File: src/rtl/pifo_seq_pkg.sv
// Shared definitions for the PIFO traffic sequencer.
//   state_t      : sequencer FSM states
//   LFSR_TAPS    : Galois feedback mask for x^16+x^14+x^13+x^11+1 (right-shifting form)
//   DEFAULT_SEED : LFSR start value
//   lfsr_step()  : one Galois step of the 16-bit LFSR
package pifo_seq_pkg;

  typedef enum logic [2:0] {
    S_IDLE  = 3'd0,
    S_PUSH  = 3'd1,
    S_GAP   = 3'd2,
    S_POP   = 3'd3,
    S_DRAIN = 3'd4,
    S_DONE  = 3'd5
  } state_t;

  localparam logic [15:0] LFSR_TAPS    = 16'hB400;
  localparam logic [15:0] DEFAULT_SEED = 16'hACE1;

  function automatic logic [15:0] lfsr_step(input logic [15:0] v);
    return v[0] ? ((v >> 1) ^ LFSR_TAPS) : (v >> 1);
  endfunction

endpackage

File: src/rtl/pifo_seq_lfsr.sv
// 16-bit Galois LFSR used as the priority source.
// Ports:
//   clk   : clock
//   rst   : synchronous active-high reset, loads SEED
//   load  : reload SEED (wins over step)
//   step  : advance one step
//   value : current LFSR state
import pifo_seq_pkg::*;

module pifo_seq_lfsr #(
  parameter logic [15:0] SEED = DEFAULT_SEED
) (
  input  logic        clk,
  input  logic        rst,
  input  logic        load,
  input  logic        step,
  output logic [15:0] value
);

  always_ff @(posedge clk) begin
    if (rst || load) begin
      value <= SEED;
    end else if (step) begin
      value <= lfsr_step(value);
    end
  end

endmodule

File: src/rtl/pifo_traffic_sequencer.sv
// PIFO traffic sequencer: pushes N pseudo-random priorities, waits GAP_CYC
// cycles, pops N entries and checks that popped priorities never decrease.
// Optional build macro: PIFO_SEQ_SUMCHECK_EN adds pushed/popped priority sum
// comparison at end of run.
// Ports:
//   i_clk, i_rst : clock, synchronous active-high reset
//   i_start      : start a run (taken in IDLE or DONE)
//   i_num_ops    : pushes (= pops) per run, latched on start
//   i_ready      : PIFO accepts the presented command this cycle
//   o_push/o_pop : registered commands, never high together
//   o_data       : push payload {push index, prio}
//   i_data       : pop result, sampled POP_LAT cycles after an accepted pop
//   o_busy       : run in progress (PUSH/GAP/POP/DRAIN)
//   o_done       : one-cycle end-of-run pulse
//   o_err        : sticky error flag
//   o_err_cnt    : saturating ordering-violation count
//   o_pop_cnt    : number of pop results checked
//   o_state      : current FSM state (debug)
// Handshake: a command transfers on a rising edge where (o_push|o_pop) and
// i_ready are both high; until then o_push/o_pop/o_data are held unchanged.
import pifo_seq_pkg::*;

module pifo_traffic_sequencer #(
  parameter int          PTW     = 16,
  parameter int          MTW     = 32,
  parameter int          CNTW    = 8,
  parameter int          POP_LAT = 2,
  parameter int          GAP_CYC = 20,
  parameter logic [15:0] SEED    = DEFAULT_SEED
) (
  input  logic                 i_clk,
  input  logic                 i_rst,
  input  logic                 i_start,
  input  logic [CNTW-1:0]      i_num_ops,
  input  logic                 i_ready,
  output logic                 o_push,
  output logic                 o_pop,
  output logic [MTW+PTW-1:0]   o_data,
  input  logic [MTW+PTW-1:0]   i_data,
  output logic                 o_busy,
  output logic                 o_done,
  output logic                 o_err,
  output logic [CNTW-1:0]      o_err_cnt,
  output logic [CNTW-1:0]      o_pop_cnt,
  output logic [2:0]           o_state
);

  state_t             state, state_nx;
  logic [CNTW-1:0]    num_ops;
  logic [CNTW-1:0]    op_cnt;
  logic [15:0]        tmr;
  logic               push_q, pop_q, busy_q, done_q;
  logic [MTW+PTW-1:0] data_q;
  logic [15:0]        lfsr_val;
  logic [15:0]        lfsr_nx;

  logic               acc_push, acc_pop, start_ok, last_op;

  logic [POP_LAT-1:0] vld;
  logic               emit;
  logic [PTW-1:0]     pop_prio;
  logic [PTW-1:0]     prev_prio;
  logic               err_q;
  logic [CNTW-1:0]    err_cnt_q, pop_cnt_q;
  logic               order_viol;
  logic               sum_viol;
  logic               unused_meta;

  assign acc_push = push_q & i_ready;
  assign acc_pop  = pop_q & i_ready;
  assign start_ok = i_start & ((state == S_IDLE) | (state == S_DONE));
  assign last_op  = (op_cnt == num_ops - 1'b1);
  assign lfsr_nx  = lfsr_step(lfsr_val);

  pifo_seq_lfsr #(.SEED(SEED)) u_lfsr (
    .clk   (i_clk),
    .rst   (i_rst),
    .load  (start_ok),
    .step  (acc_push),
    .value (lfsr_val)
  );

  // Next-state logic
  always_comb begin
    state_nx = state;
    case (state)
      S_IDLE: begin
        if (start_ok) state_nx = (i_num_ops == '0) ? S_DONE : S_PUSH;
      end
      S_DONE: begin
        if (start_ok) state_nx = (i_num_ops == '0) ? S_DONE : S_PUSH;
        else          state_nx = S_IDLE;
      end
      S_PUSH: begin
        if (acc_push && last_op) state_nx = (GAP_CYC == 0) ? S_POP : S_GAP;
      end
      S_GAP: begin
        if (tmr == 16'(GAP_CYC - 1)) state_nx = S_POP;
      end
      S_POP: begin
        if (acc_pop && last_op) state_nx = S_DRAIN;
      end
      S_DRAIN: begin
        if (tmr == 16'(POP_LAT - 1)) state_nx = S_DONE;
      end
      default: state_nx = S_IDLE;
    endcase
  end

  // State register and command generation. The command/status flops are
  // loaded from state_nx so they line up exactly with the state register.
  always_ff @(posedge i_clk) begin
    if (i_rst) begin
      state   <= S_IDLE;
      push_q  <= 1'b0;
      pop_q   <= 1'b0;
      busy_q  <= 1'b0;
      done_q  <= 1'b0;
      num_ops <= '0;
      op_cnt  <= '0;
      tmr     <= '0;
      data_q  <= '0;
    end else begin
      state  <= state_nx;
      push_q <= (state_nx == S_PUSH);
      pop_q  <= (state_nx == S_POP);
      busy_q <= (state_nx inside {S_PUSH, S_GAP, S_POP, S_DRAIN});
      done_q <= (state_nx == S_DONE);

      if (start_ok) num_ops <= i_num_ops;

      if (start_ok) begin
        op_cnt <= '0;
      end else if (acc_push || acc_pop) begin
        op_cnt <= last_op ? '0 : op_cnt + 1'b1;
      end

      if (state_nx != state) begin
        tmr <= '0;
      end else if (state == S_GAP || state == S_DRAIN) begin
        tmr <= tmr + 16'd1;
      end

      // Payload for the next push is prepared when the current one transfers,
      // so it is already in place in the cycle the command is presented.
      if (start_ok) begin
        data_q <= (i_num_ops == '0) ? '0 : {MTW'(0), SEED[PTW-1:0]};
      end else if (acc_push) begin
        data_q <= last_op ? '0 : {MTW'(op_cnt + 1'b1), lfsr_nx[PTW-1:0]};
      end
    end
  end

  // Ordering checker
  assign emit       = vld[POP_LAT-1];
  assign pop_prio   = i_data[PTW-1:0];
  assign order_viol = emit && (pop_cnt_q != '0) && (pop_prio < prev_prio);
  assign unused_meta = ^i_data[MTW+PTW-1:PTW];

`ifdef PIFO_SEQ_SUMCHECK_EN
  localparam int SUMW = PTW + CNTW;
  logic [SUMW-1:0] sum_push, sum_pop, sum_pop_nx;

  assign sum_pop_nx = sum_pop + (emit ? SUMW'(pop_prio) : '0);
  // The final result lands on the DRAIN->DONE edge, so fold it in here to
  // have o_err valid during the DONE cycle.
  assign sum_viol   = (state == S_DRAIN) && (state_nx == S_DONE) &&
                      (sum_push != sum_pop_nx);

  always_ff @(posedge i_clk) begin
    if (i_rst || start_ok) begin
      sum_push <= '0;
      sum_pop  <= '0;
    end else begin
      if (acc_push) sum_push <= sum_push + SUMW'(data_q[PTW-1:0]);
      sum_pop <= sum_pop_nx;
    end
  end
`else
  assign sum_viol = 1'b0;
`endif

  always_ff @(posedge i_clk) begin
    if (i_rst || start_ok) begin
      vld       <= '0;
      prev_prio <= '0;
      err_q     <= 1'b0;
      err_cnt_q <= '0;
      pop_cnt_q <= '0;
    end else begin
      vld   <= (vld << 1) | POP_LAT'(acc_pop);
      err_q <= err_q | order_viol | sum_viol;
      if (order_viol && (err_cnt_q != '1)) err_cnt_q <= err_cnt_q + 1'b1;
      if (emit) begin
        prev_prio <= pop_prio;
        pop_cnt_q <= pop_cnt_q + 1'b1;
      end
    end
  end

  assign o_push    = push_q;
  assign o_pop     = pop_q;
  assign o_data    = data_q;
  assign o_busy    = busy_q;
  assign o_done    = done_q;
  assign o_err     = err_q;
  assign o_err_cnt = err_cnt_q;
  assign o_pop_cnt = pop_cnt_q;
  assign o_state   = state;

endmodule

File: config.mk
export PLATFORM = sky130hd
export DESIGN_NAME = pifo_traffic_sequencer
export DESIGN_NICKNAME = d
export VERILOG_FILES = /design/src/rtl/pifo_seq_pkg.sv /design/src/rtl/pifo_seq_lfsr.sv /design/src/rtl/pifo_traffic_sequencer.sv
export SDC_FILE = /design/constraint.sdc
export NUM_CORES = 1
export LEC_CHECK = 0
export BUFFER_PORTS_ARGS = -buffer_cell sky130_fd_sc_hd__buf_4
export CORE_ASPECT_RATIO = 0.8
export CORE_UTILIZATION = 50
export CTS_BUF_LIST = sky130_fd_sc_hd__clkbuf_8
export CTS_CLUSTER_DIAMETER = 150
export DETAILED_ROUTE_END_ITERATION = 6
export PLACE_DENSITY_LB_ADDON = 0.2
export SLEW_MARGIN = 20
export SYNTH_ARGS = -nofsm -noshare
export SYNTH_HDL_FRONTEND = slang
export SYNTH_SLANG_ARGS = --single-unit
File: constraint.sdc
create_clock -name i_clk -period 2.9 [get_ports i_clk]
set_clock_uncertainty 0.2 [all_clocks]
set_input_delay 0.725 -clock i_clk [delete_from_list [all_inputs] [get_ports i_clk]]
set_output_delay 0.725 -clock i_clk [all_outputs]
set_load 0.1 [all_outputs]
==> impl_metrics.tcl <==
set metrics [dict create \
    critPathTopFamily "simple AND/OR/NAND/NOR gates" \
    async_reset_ff_frac 0 \
    synthCells 644 \
    worstHoldPathCells 1 \
    fin_util 0.623 \
    grt_max_degree 42 \
    fillCellCount 938 \
    dpl_worst_slack_ns -0.210 \
    io_buffers 76 \
    drcViolationCount 0 \
    path_clk_slew_ns 0.07 \
    cts.sinks 115 \
    finalPower_mw 3.95 \
    syn_area_um2 5570 \
    final_cell_mix "dfxtp_1 (111), buf_4 (99), nor2_1 (83)" \
    synth_cell_types 62 \
    routed_wl_mm 12.0 \
    root_buffer "clkbuf_8" \
    antenna_cells 0 \
    setup_viol 0 \
    synth_enable_flop_cells 0 \
    max_clock_freq_ghz 0.361 \
    yosysSeqAreaShare 0.413 \
    reg2regPathDepth 10 \
    start_util 0.514 \
    layoutNonFillerInstCount 886 \
    critPathMaxFanout 8 \
    layout_commonest_cell "dfxtp_1" \
    via_per_inst 5.29 \
    hold_violations 0 \
    register_area_um2 2310 \
    nNetsFinal 812 \
    ios 132 \
    grt_overflow 0 \
    avgSynthCellArea_um2 8.65 \
    die_area_um2 11600 \
    ant_nets 0 \
    worstMarginPinSlew_ns 0.766 \
    vias 4685 \
    layout-drive-gt1-share 0.212 \
    status "finished, final reports clean" \
    path_cells "inv_1 -> ha_1 -> or3b_1 -> nor4_1 -> o211ai_1 -> nor3_4 -> buf_6 -> a21oi_1 -> nor2b_1 -> mux2_2" \
    drt_first_pass_iters 5 \
    required_ns 3.01 \
    routedWlPerCell_um 13.6 \
    critPathSlowestCell "or3b_1" \
    grt_first_pass_wirelength_mm 19.3 \
    timing.rr.start "num_ops[1]" \
    worst-path-buf-inv 2 \
    cts_made_buffers 17 \
    floorplan.die.height_um 96.4 \
    grt_util_all_layers 0.211 \
    min_period_over_period 0.956 \
    grt_pass1_vias 4188 \
    synth_ff_type "dfxtp_1" \
    dp_cells 855 \
    core-area_um2 10800 \
    critical_path.max_stage_delay_ns 0.38 \
    htreeDepth 4 \
    relSlewSlack 0.486 \
    hpwl_mm 8.65 \
    peakVddDrop_uv 314 \
    layout_setup_ws_ns 0.128 \
    clockBufferDepth 2 \
    rows 34 \
    rsz0062_at_grt "yes" \
    crit_type "register to register" \
    cts_tree "yes" \
    worstHoldStart "vld[0]" \
    period_needed_ns 2.77 \
    clock_latency_ns 0.43 \
    area_growth_pct 21.3 \
    r2r-end "o_busy" \
    arrival_ns 2.88 \
    postCtsSetupRepairBufs 0 \
    gp_congestion 0.852 \
    finalMaxSlewViolations 0 \
    ys_ff_latch 115 \
    power_density_nw_per_um2 584 \
    p_leak_nw 2.75 \
    die_w_um 120 \
    yosysWarnings 0 \
    rrSetupSlack_ns 0.13 \
    end_kind "register" \
    antenna_found_initial 0 \
    cts_resized 0 \
    hp-class "register to register" \
    drtIter0Drc 332 \
    min_to "vld[1]" \
    multi_input_area_um2 2960 \
    ctsHoldBuffers 0 \
    drv_cap 0 \
    start_kind "register" \
]
## how the worst max path moves through the flow
stage,slack (ns),depth (start not counted),end,from
floorplan,0.004,8,tmr[13],o_state[0]
global placement,-0.18,9,o_err_cnt[5],i_data[9]
detailed placement,-0.21,9,o_err_cnt[3],i_data[9]
CTS,0.11,11,o_data[11],num_ops[0]
global route,-0.01,11,o_data[5],num_ops[0]
finish,0.13,10,o_busy,num_ops[1]
## logic make-up (layout without fill, tap and decap cells)
group           after synthesis  count (layout)  synth area share
other cells                   1              23          0.000673
compound gates              100             100             0.120
simple gates                257             257             0.227
xor+xnor                     41              41            0.0669
mux                          28              28            0.0507
fa+ha+maj                    22              22            0.0494
buf+inv                      80             156            0.0727
flops                       115             115             0.413
## where the power goes
group	internal [mW]	total, mW	switching (mW)
combinational	0.165	0.635	0.471
clock	1.05	1.67	0.613
sequential	1.62	1.65	0.0306
total	2.84	3.95	1.11
## synthesized netlist by cell type (16+ instances only)
cell	number	share of area
inv_1	24	0.016
nand3_1	24	0.022
ha_1	22	0.049
buf_4	23	0.031
mux2i_1	26	0.047
nand2_1	65	0.044
xor2_1	24	0.038
dfxtp_1	115	0.41
a21oi_1	36	0.032
nor2_1	83	0.056
clkbuf_1	27	0.018
xnor2_1	16	0.025
## routing by layer
metal | up-vias | GRT usage | routed length (µm)
met5 | - | 0 | 0
met4 | 0 | 0.0896 | 108
met3 | 12 | 0.0569 | 607
met2 | 125 | 0.330 | 5450
met1 | 2187 | 0.277 | 5870
li1 | 2361 | - | -
## through the flow
stage	setup TNS, ns	instance area [µm²]	hold slack [ns]
2_1_floorplan	0	5660	0.206
3_3_place_gp	-0.973	6300	0.243
3_5_place_dp	-1.29	6300	0.249
4_1_cts	0	6750	0.258
5_1_grt	-0.0279	6760	0.281
6_report	0	6760	0.248
## sequential cells by signal (all words and copies together) (netlist names)
| name | count |
|---|---|
| o_err_cnt | 8 |
| o_pop_cnt | 8 |
| num_ops | 8 |
| prev_prio | 16 |
| tmr | 16 |
| op_cnt | 8 |
| vld | 2 |
| o_err | 1 |
| o_data | 25 |
| o_done | 1 |
| o_state | 3 |
| o_busy | 1 |
| o_push | 1 |
| u_lfsr.value | 16 |
| o_pop | 1 |
## final cells by class
class,count,share of cell area
multi-input cells,471,0.438
clock inverters,12,0.0278
inverters,24,0.0133
well taps,144,0.0267
repair buffers,101,0.115
flip-flops and latches,115,0.341
clock buffers,19,0.0387
No activity file was read; power rests on OpenSTA's default activity.
